`src/rtl/fetch_unit_pkg.sv`:
```
// Shared constants and FSM state type for the instruction fetch stage.
package fetch_unit_pkg;

   localparam logic [31:0] RESET_PC_DEF  = 32'h0000_0000;
   localparam logic [31:0] NOP_INSTR_DEF = 32'h0000_0013;
   localparam int unsigned INSTR_SIZE    = 4;

   typedef enum logic [1:0] {
      FETCH_ST_RUN  = 2'd0,
      FETCH_ST_WAIT = 2'd1,
      FETCH_ST_DROP = 2'd2
   } fetch_st_e;

endpackage

```
`src/rtl/fetch_unit_fifo.sv`:
```
// Small {pc,instr} queue between the imem response and the IF/ID boundary.
module fetch_fifo #(
   parameter int unsigned XLEN  = 32,
   parameter int unsigned DEPTH = 2,
   localparam int unsigned CW   = $clog2(DEPTH) + 1
) (
   input  logic            clk,
   input  logic            rst_n,
   input  logic            i_push,
   input  logic [XLEN-1:0] i_push_pc,
   input  logic [XLEN-1:0] i_push_instr,
   input  logic            i_pop,
   input  logic            i_flush,
   output logic [CW-1:0]   o_count,
   output logic            o_head_valid,
   output logic [XLEN-1:0] o_head_pc,
   output logic [XLEN-1:0] o_head_instr
);
   localparam int unsigned AW = $clog2(DEPTH);

   logic [XLEN-1:0] r_pc    [DEPTH];
   logic [XLEN-1:0] r_instr [DEPTH];
   logic [AW-1:0]   r_rd;
   logic [AW-1:0]   r_wr;
   logic [CW-1:0]   r_count;
   logic            w_full;
   logic            w_do_pop;
   logic            w_do_push;

   assign w_full    = (r_count == CW'(DEPTH));
   assign w_do_pop  = i_pop && (r_count != '0);
   // A push into a full queue is only taken when the head leaves in the same cycle.
   assign w_do_push = i_push && (!w_full || w_do_pop);

   always_ff @(posedge clk or negedge rst_n) begin
      if (!rst_n) begin
         r_rd    <= '0;
         r_wr    <= '0;
         r_count <= '0;
      end else if (i_flush) begin
         r_rd    <= '0;
         r_wr    <= '0;
         r_count <= '0;
      end else begin
         if (w_do_push) r_wr <= r_wr + 1'b1;
         if (w_do_pop)  r_rd <= r_rd + 1'b1;
         case ({w_do_push, w_do_pop})
            2'b10:   r_count <= r_count + 1'b1;
            2'b01:   r_count <= r_count - 1'b1;
            default: r_count <= r_count;
         endcase
      end
   end

   always_ff @(posedge clk) begin
      if (w_do_push && !i_flush) begin
         r_pc[r_wr]    <= i_push_pc;
         r_instr[r_wr] <= i_push_instr;
      end
   end

   assign o_count      = r_count;
   assign o_head_valid = (r_count != '0);
   assign o_head_pc    = r_pc[r_rd];
   assign o_head_instr = r_instr[r_rd];

endmodule

```
`src/rtl/fetch_unit.sv`:
```
// IF stage: owns the PC, keeps at most one imem read in flight, feeds ID from a queue.
module fetch_unit
   import fetch_unit_pkg::*;
#(
   parameter int unsigned     XLEN      = 32,
   parameter logic [XLEN-1:0] RESET_PC  = XLEN'(RESET_PC_DEF),
   parameter int unsigned     DEPTH     = 2,
   parameter logic [XLEN-1:0] NOP_INSTR = XLEN'(NOP_INSTR_DEF)
) (
   input  logic            clk,
   input  logic            rst_n,
   output logic            imem_req,
   output logic [XLEN-1:0] imem_addr,
   input  logic            imem_ready,
   input  logic            imem_rvalid,
   input  logic [XLEN-1:0] imem_rdata,
   input  logic            redirect_valid,
   input  logic [XLEN-1:0] redirect_pc,
   input  logic            id_ready,
   output logic            id_valid,
   output logic [XLEN-1:0] id_instr,
   output logic [XLEN-1:0] id_pc
);
   localparam int unsigned CW = $clog2(DEPTH) + 1;

   fetch_st_e       r_state;
   fetch_st_e       w_state_nxt;
   logic [XLEN-1:0] r_pc;
   logic [XLEN-1:0] r_req_pc;
   logic [XLEN-1:0] w_pc_nxt;
   logic [XLEN-1:0] w_req_pc_nxt;
   logic [XLEN-1:0] w_redir_tgt;
   logic [CW-1:0]   w_count;
   logic [CW-1:0]   w_occ;
   logic            w_space;
   logic            w_req;
   logic            w_accept;
   logic            w_push;
   logic            w_pop;
   logic            w_head_valid;
   logic [XLEN-1:0] w_head_pc;
   logic [XLEN-1:0] w_head_instr;

   assign w_redir_tgt = redirect_pc & ~XLEN'(3);
   assign w_occ       = w_count + CW'(r_state != FETCH_ST_RUN);
   assign w_space     = (w_occ < CW'(DEPTH));
   assign w_req       = !redirect_valid && w_space &&
                        ((r_state == FETCH_ST_RUN) ||
                         ((r_state == FETCH_ST_WAIT) && imem_rvalid));
   assign w_accept    = w_req && imem_ready;
   assign w_pop       = w_head_valid && id_ready && !redirect_valid;

   always_ff @(posedge clk or negedge rst_n) begin
      if (!rst_n) begin
         r_state  <= FETCH_ST_RUN;
         r_pc     <= RESET_PC;
         r_req_pc <= '0;
      end else begin
         r_state  <= w_state_nxt;
         r_pc     <= w_pc_nxt;
         r_req_pc <= w_req_pc_nxt;
      end
   end

   always_comb begin
      w_state_nxt  = r_state;
      w_pc_nxt     = r_pc;
      w_req_pc_nxt = r_req_pc;
      w_push       = 1'b0;
      if (redirect_valid) begin
         w_pc_nxt = w_redir_tgt;
         // A stale response arriving alongside the redirect still retires the outstanding read.
         case (r_state)
            FETCH_ST_WAIT: w_state_nxt = imem_rvalid ? FETCH_ST_RUN : FETCH_ST_DROP;
            FETCH_ST_DROP: w_state_nxt = imem_rvalid ? FETCH_ST_RUN : FETCH_ST_DROP;
            default:       w_state_nxt = FETCH_ST_RUN;
         endcase
      end else begin
         case (r_state)
            FETCH_ST_RUN: begin
               if (w_accept) w_state_nxt = FETCH_ST_WAIT;
            end
            FETCH_ST_WAIT: begin
               if (imem_rvalid) begin
                  w_push      = 1'b1;
                  w_state_nxt = w_accept ? FETCH_ST_WAIT : FETCH_ST_RUN;
               end
            end
            FETCH_ST_DROP: begin
               if (imem_rvalid) w_state_nxt = FETCH_ST_RUN;
            end
            default: w_state_nxt = FETCH_ST_RUN;
         endcase
         if (w_accept) begin
            w_req_pc_nxt = r_pc;
            w_pc_nxt     = r_pc + XLEN'(INSTR_SIZE);
         end
      end
   end

   fetch_fifo #(
      .XLEN  (XLEN),
      .DEPTH (DEPTH)
   ) u_fifo (
      .clk          (clk),
      .rst_n        (rst_n),
      .i_push       (w_push),
      .i_push_pc    (r_req_pc),
      .i_push_instr (imem_rdata),
      .i_pop        (w_pop),
      .i_flush      (redirect_valid),
      .o_count      (w_count),
      .o_head_valid (w_head_valid),
      .o_head_pc    (w_head_pc),
      .o_head_instr (w_head_instr)
   );

   assign imem_req  = w_req && rst_n;
   assign imem_addr = r_pc;
   assign id_valid  = w_head_valid;
   assign id_instr  = w_head_valid ? w_head_instr : NOP_INSTR;
   assign id_pc     = w_head_valid ? w_head_pc : '0;

endmodule

```
`config.mk`:
```
export PLATFORM = sky130hd
export DESIGN_NAME = fetch_unit
export DESIGN_NICKNAME = d
export VERILOG_FILES = /design/src/rtl/fetch_unit_pkg.sv /design/src/rtl/fetch_unit_fifo.sv /design/src/rtl/fetch_unit.sv
export SDC_FILE = /design/constraint.sdc
export NUM_CORES = 1
export LEC_CHECK = 0
export CAP_MARGIN = 5
export CORE_MARGIN = 2
export CORE_UTILIZATION = 44
export DETAILED_ROUTE_END_ITERATION = 16
export GPL_TIMING_DRIVEN = 0
export PLACE_DENSITY = 0.7
export SLEW_MARGIN = 20
export SYNTH_ARGS = -nofsm -noshare
export SYNTH_HDL_FRONTEND = slang
export SYNTH_HIERARCHICAL = 1
export SYNTH_SLANG_ARGS = --single-unit
export TNS_END_PERCENT = 100
```
`constraint.sdc`:
```
create_clock -name clk -period 13.6 [get_ports clk]
set_input_delay 2.72 -clock clk [delete_from_list [all_inputs] [get_ports clk]]
set_output_delay 2.72 -clock clk [all_outputs]
set_load 0.005 [all_outputs]
```
==> reports/metrics.yaml, run 1 <==
status: "completed"
r2r_setup_slack_ns: 9.95
clock.fmax_mhz: 129.0
setup.worst_path.class: "in2out"
fin_tns_setup_ns: 0
fin_util_pct: 60.01
hpwl_mm: 14.67
dr.pass1.iters: 5
synthCells: 597
grt_pass1_vias: 5633
synth_area_sq_um: 8513
synth_largest_area_cell: "edfxtp_1"
vias: 5578
nFillCells: 1472
wire_per_inst_um: 18.60
r2r_end: "u_fifo/r_instr[1][15]$_DFFE_PP_"
maxSlewViolCount: 0
post_cts_buffers: 0
p_per_area_nw_per_um2: 128.2
hold_viol: 0
fin_ws_ns: 5.847
drt-total-wl_mm: 19.98
port_buffers: 163
fin_crit_ns: 7.753
cts.clk_slew.worst_paths_ns: 0.07
synth_cell_type_count: 53
grt_usage_pct: 19.89
reg2reg_from: "u_fifo/o_count[0]$_DFFE_PN0P_"
r2r_cells: 9
core_sq_um: 18830
grt_setup_unrepaired: "false"
yosysTopAreaCellShare_pct: 45.15
initial_core_util_pct: 45.21
dp.cells: 1042
min_path_cells: 0
grt_max_degree: 39
nets: 875
design_area_sq_um: 11300
dpl-instance-area_sq_um: 10660
gr-total-overflow: 0
pin_count: 168
n_antenna_cell: 0
h-tree-depth: 4
yosys_warnings: 6
cts_root_buffer: "clkbuf_16"
setup_viol: 0
use_met1_pct: 25.99
critPathArrivalTime_ns: 5.03
busiest_layer: "met2"
die_w_um: 143.1
synthArstFlopShare_pct: 34.02
required_ns: 10.88
tightest_slew_ns: 0.7122
gp_congestion: 0.8122
clock_latency_ns: 0.43
synth-main-ff-cell: "edfxtp_1"
use_met3_pct: 5.231
hp-start: "r_req_pc[30]$_DFFE_PN0P_"
die_y_um: 143.1
cts_tree: "built"
antenna_found_initial: 0
syn2layout_area_growth_pct: 32.73
drive_gt1_share_pct: 21.38
avgViaCountPerCell: 5.194
yosys-top-cells-area: "edfxtp_1 (45%), dfrtp_1 (19%), mux2_2 (13%)"
ys_ff_latch: 194
drtAntennaViolNets: 0
fin_crit_sh_pct: 57.01
synth-seq-area-share_pct: 64.55
crit_path_end_kind: "primary output"
fp.dieArea_sq_um: 20480
syn_area_per_cell_sq_um: 14.26
drc: 0
clk_path_buf_depth: 2
drtIter0Drc: 340
dp_slack_ns: 5.913
fin_cells: 1074
start_kind: "input pin"
grt_pass1_wl_mm: 30.71
holdBufCountCts: 0
hold_end: "u_fifo/r_pc[0][30]$_DFFE_PP_"
fin_skew_ns: 0.009627
relSlewSlack_pct: 52.31
cts_inserted_buffers: 17
cts.sinks: 194
synth-edff-count: 128
post_cts_resize_count: 0
fp-row-count: 50
hold_path.class: "reg2reg"
total_leakage_power_nw: 4.075
grt_use_met2_pct: 32.64
max-vdd-ir-drop_uv: 92.02
max-cap-violations: 0
crit_fanout: 10
[area by class of cell]
type	instances	area, sq um	share of cell area, %
multi-input combinational	370	2848	25.20
tap	260	325.3	2.879
buffer	31	172.7	1.528
timing repair buffer	180	1788	15.82
clock inverter	10	147.6	1.307
sequential	194	5495	48.63
inverter	7	26.28	0.2325
clock buffer	22	496.7	4.396
[placed cells by master, fill, tap and decap left out, types with 4 or more instances in the layout]
| master | count |
|---|---|
| nor2_1 | 10 |
| inv_1 | 7 |
| o21ai_0 | 24 |
| clkbuf_16 | 19 |
| and2_1 | 66 |
| nand3_1 | 9 |
| xor2_1 | 14 |
| xnor2_1 | 11 |
| and4_1 | 4 |
| buf_6 | 10 |
| clkdlybuf4s50_1 | 162 |
| nand2_1 | 38 |
| buf_4 | 15 |
| clkbuf_1 | 19 |
| nand2b_1 | 8 |
| ha_1 | 4 |
| mux2_2 | 97 |
| o31a_1 | 4 |
| conb_1 | 6 |
| edfxtp_1 | 128 |
| dfrtp_1 | 66 |
| and3_1 | 10 |
| nand4_1 | 17 |
| nor4_1 | 4 |
| buf_2 | 6 |
[sequential cells by signal, indices dropped and copies added, names as in the netlist]
| signal | count |
|---|---|
| imem_addr | 30 |
| u_fifo/o_count | 2 |
| r_req_pc | 30 |
| u_fifo/r_instr | 64 |
| r_state | 2 |
| u_fifo/r_rd | 1 |
| u_fifo/r_pc | 64 |
| u_fifo/r_wr | 1 |
[how the worst max path moves through the flow]
stage / startpoint / end / cells after the start
4_1_cts: imem_rvalid / imem_req / 6
5_1_grt: redirect_valid / imem_req / 6
2_1_floorplan: redirect_valid / u_fifo/r_instr[1][0]$_DFFE_PP_ / 7
3_5_place_dp: imem_rvalid / imem_req / 6
6_report: imem_rvalid / imem_req / 6
3_3_place_gp: redirect_valid / u_fifo/r_instr[1][24]$_DFFE_PP_ / 8
[through the flow]
step | power, mW | hold WS, ns
6_report | 1.449 | 0.4668
3_5_place_dp | 0.9268 | 0.4528
2_1_floorplan | 0.8275 | 0.4382
3_3_place_gp | 0.9133 | 0.4466
4_1_cts | 1.460 | 0.4667
5_1_grt | 1.505 | 0.4823
[cell families after synthesis]
family	share of synthesized area [%]
buffers and inverters	2.337
other	0.04405
AOI/OAI and AO/OA	3.131
and+or+nand+nor	13.70
muxes	13.08
DFF	64.55
xor gates and xnor gates	2.572
adders and majority gates	0.5879
[routing by layer]
metal | vias up | part of all wire (%)
met1 | 2766 | 43
met4 | 0 | 1.9
met3 | 23 | 6.7
met5 | - | 0
met2 | 201 | 48
li1 | 2588 | -
[synthesized netlist by cell type (all sizes together) (11+ instances only)]
library cell	n
and2	68
buf	14
clkbuf	17
dfrtp	66
edfxtp	128
mux2	98
nand2	38
nand4	18
o21ai	27
xnor2	11
xor2	14
[report_power, final]
part / switching (mW) / internal [mW]
Sequential: 0.0430 / 0.698
Clock: 0.216 / 0.318
Combinational: 0.0748 / 0.0986
[worst max-delay path: stages]
cell	delay [ns]
clkdlybuf4s50_1	0.58
nand2_1	0.15
o211ai_4	0.36
clkbuf_1	0.46
and3_1	0.25
clkdlybuf4s50_1	0.51
(Power assumes the default switching activity.)
==> inputs of run 2 (changes only) <==
--- a/config.mk
+++ b/config.mk
@@ -10,7 +10,7 @@
 export CORE_UTILIZATION = 44
 export DETAILED_ROUTE_END_ITERATION = 16
 export GPL_TIMING_DRIVEN = 0
-export PLACE_DENSITY = 0.7
+export PLACE_DENSITY = 0.72
 export SLEW_MARGIN = 20
 export SYNTH_ARGS = -nofsm -noshare
 export SYNTH_HDL_FRONTEND = slang
==> constraint.sdc (replaced) <==
create_clock -name clk -period 6.8 [get_ports clk]
set_input_delay 1.36 -clock clk [delete_from_list [all_inputs] [get_ports clk]]
set_output_delay 1.36 -clock clk [all_outputs]
set_load 0.005 [all_outputs]
==> run 2 against run 1 <==
Against the previous run: sequential share of layout area increased by 0.28 points; global-route usage hardly changed; hold slack gained 0.0021 ns; worst setup slack lost 4.1 ns; combinational power up 98%; first-iteration DRC count down 14%; total power increased by 94%; critical path type unchanged; largest cell class unchanged; largest power group unchanged; highest routed layer unchanged.
==> reports/metrics.yaml, run 2 (synthesis results as in run 1) <==
status: "completed"
clk_path_buf_depth: 2
post_cts_buffers: 0
drtIter0Drc: 292
holdBufCountCts: 0
fin_util_pct: 59.66
initial_core_util_pct: 45.21
post_cts_resize_count: 0
hold_path.class: "reg2reg"
total_leakage_power_nw: 4.027
grt_max_degree: 40
fp-row-count: 50
max-vdd-ir-drop_uv: 194.5
clock_latency_ns: 0.44
grt_pass1_wl_mm: 30.71
start_kind: "input pin"
crit_fanout: 10
drt-total-wl_mm: 19.83
critPathArrivalTime_ns: 3.68
top_regs: "u_fifo/r_instr x64, u_fifo/r_pc x64"
antenna_found_initial: 0
grt_usage_pct: 19.89
clock.fmax_mhz: 198.3
hpwl_mm: 14.44
core_sq_um: 18830
grt_setup_unrepaired: "false"
gp_congestion: 0.8420
setup_viol: 0
drc: 0
r2r_cells: 8
drive_gt1_share_pct: 20.84
h-tree-depth: 4
drtAntennaViolNets: 0
cts_tree: "built"
avgViaCountPerCell: 5.180
die_w_um: 143.1
fin_crit_ns: 5.044
p_per_area_nw_per_um2: 250.4
relSlewSlack_pct: 46.82
die_y_um: 143.1
final_cell_mix: "clkdlybuf4s50_1 (162), edfxtp_1 (128), mux2_2 (97)"
fin_crit_sh_pct: 74.18
hold_viol: 0
dr.pass1.iters: 5
fp.dieArea_sq_um: 20480
grt_pass1_vias: 5549
wire_per_inst_um: 18.60
cts_inserted_buffers: 17
cts_root_buffer: "clkbuf_16"
maxSlewViolCount: 0
dp.cells: 1034
cts.sinks: 194
syn2layout_area_growth_pct: 31.97
nets: 867
gr-total-overflow: 0
fin_skew_ns: 0.008133
setup.worst_path.class: "in2out"
tightest_slew_ns: 0.7969
max-cap-violations: 0
final_common_cell: "clkdlybuf4s50_1"
power_mw: 2.814
fin_cells: 1066
nFillCells: 1490
n_antenna_cell: 0
crit_path_end_kind: "primary output"
vias: 5522
pin_count: 168
required_ns: 5.44
port_buffers: 163
min_path_cells: 0
cts.clk_slew.worst_paths_ns: 0.07
run 2: cell count changes in the layout (fill, tap and decap cells not counted), moves of 2 or more:
cell       change
buf_8          +3
buf_4         -11
bufinv_16      -2
clkbuf_1       -2
inv_6          +5
run 2: final timing paths:
check / startpoint / slack [ns] / to
max: redirect_valid / 1.76 / imem_req
min: r_req_pc[18]$_DFFE_PN0P_ / 0.47 / u_fifo/r_pc[0][18]$_DFFE_PP_
max reg2reg: u_fifo/o_count[0]$_DFFE_PN0P_ / 3.34 / u_fifo/r_instr[1][4]$_DFFE_PP_
min reg2reg: r_req_pc[18]$_DFFE_PN0P_ / 0.47 / u_fifo/r_pc[0][18]$_DFFE_PP_
max in group asynchronous: rst_n / 5.39 / imem_addr[29]$_DFFE_PN0P_
min in group asynchronous: rst_n / 0.85 / r_req_pc[6]$_DFFE_PN0P_
run 2: worst max-delay path, cell delays in order:
cell,delay [ns]
clkdlybuf4s50_1,0.65
clkbuf_1,0.32
inv_1,0.14
clkbuf_1,0.45
and3_1,0.25
clkdlybuf4s50_1,0.50
run 2: cell type report:
cell class | count | area (sq um) | area share [%]
clock inverter | 14 | 137.6 | 1.225
sequential | 194 | 5495 | 48.91
timing repair buffer | 172 | 1767 | 15.73
buffer | 31 | 172.7 | 1.537
multi-input combinational | 370 | 2860 | 25.46
clock buffer | 18 | 450.4 | 4.009
inverter | 7 | 26.28 | 0.2339
tap | 260 | 325.3 | 2.896
run 2: power by group:
part | total (mW) | internal [mW] | switching [mW]
registers | 1.48 | 1.39 | 0.0866
logic | 0.342 | 0.197 | 0.145
clock network | 0.990 | 0.536 | 0.454
total | 2.81 | 2.13 | 0.685
run 2: per-stage QoR:
step / TNS (ns) / worst slack [ns] / cell area, sq um / hold WS, ns
3_5_place_dp: 0 / 1.731 / 10650 / 0.4530
3_3_place_gp: -145.63 / -1.175 / 10500 / 0.4469
2_1_floorplan: 0 / 1.404 / 8542 / 0.4382
6_report: 0 / 1.756 / 11230 / 0.4689
4_1_cts: 0 / 1.767 / 11230 / 0.4646
5_1_grt: 0 / 1.618 / 11230 / 0.4806
run 2: metal layers:
metal	GRT usage, %	vias up	wire (um)
met5	0	-	0
met4	5.576	0	226
met3	4.762	21	1338
met2	33.04	178	9823
met1	26.16	2743	8439
li1	-	2580	-
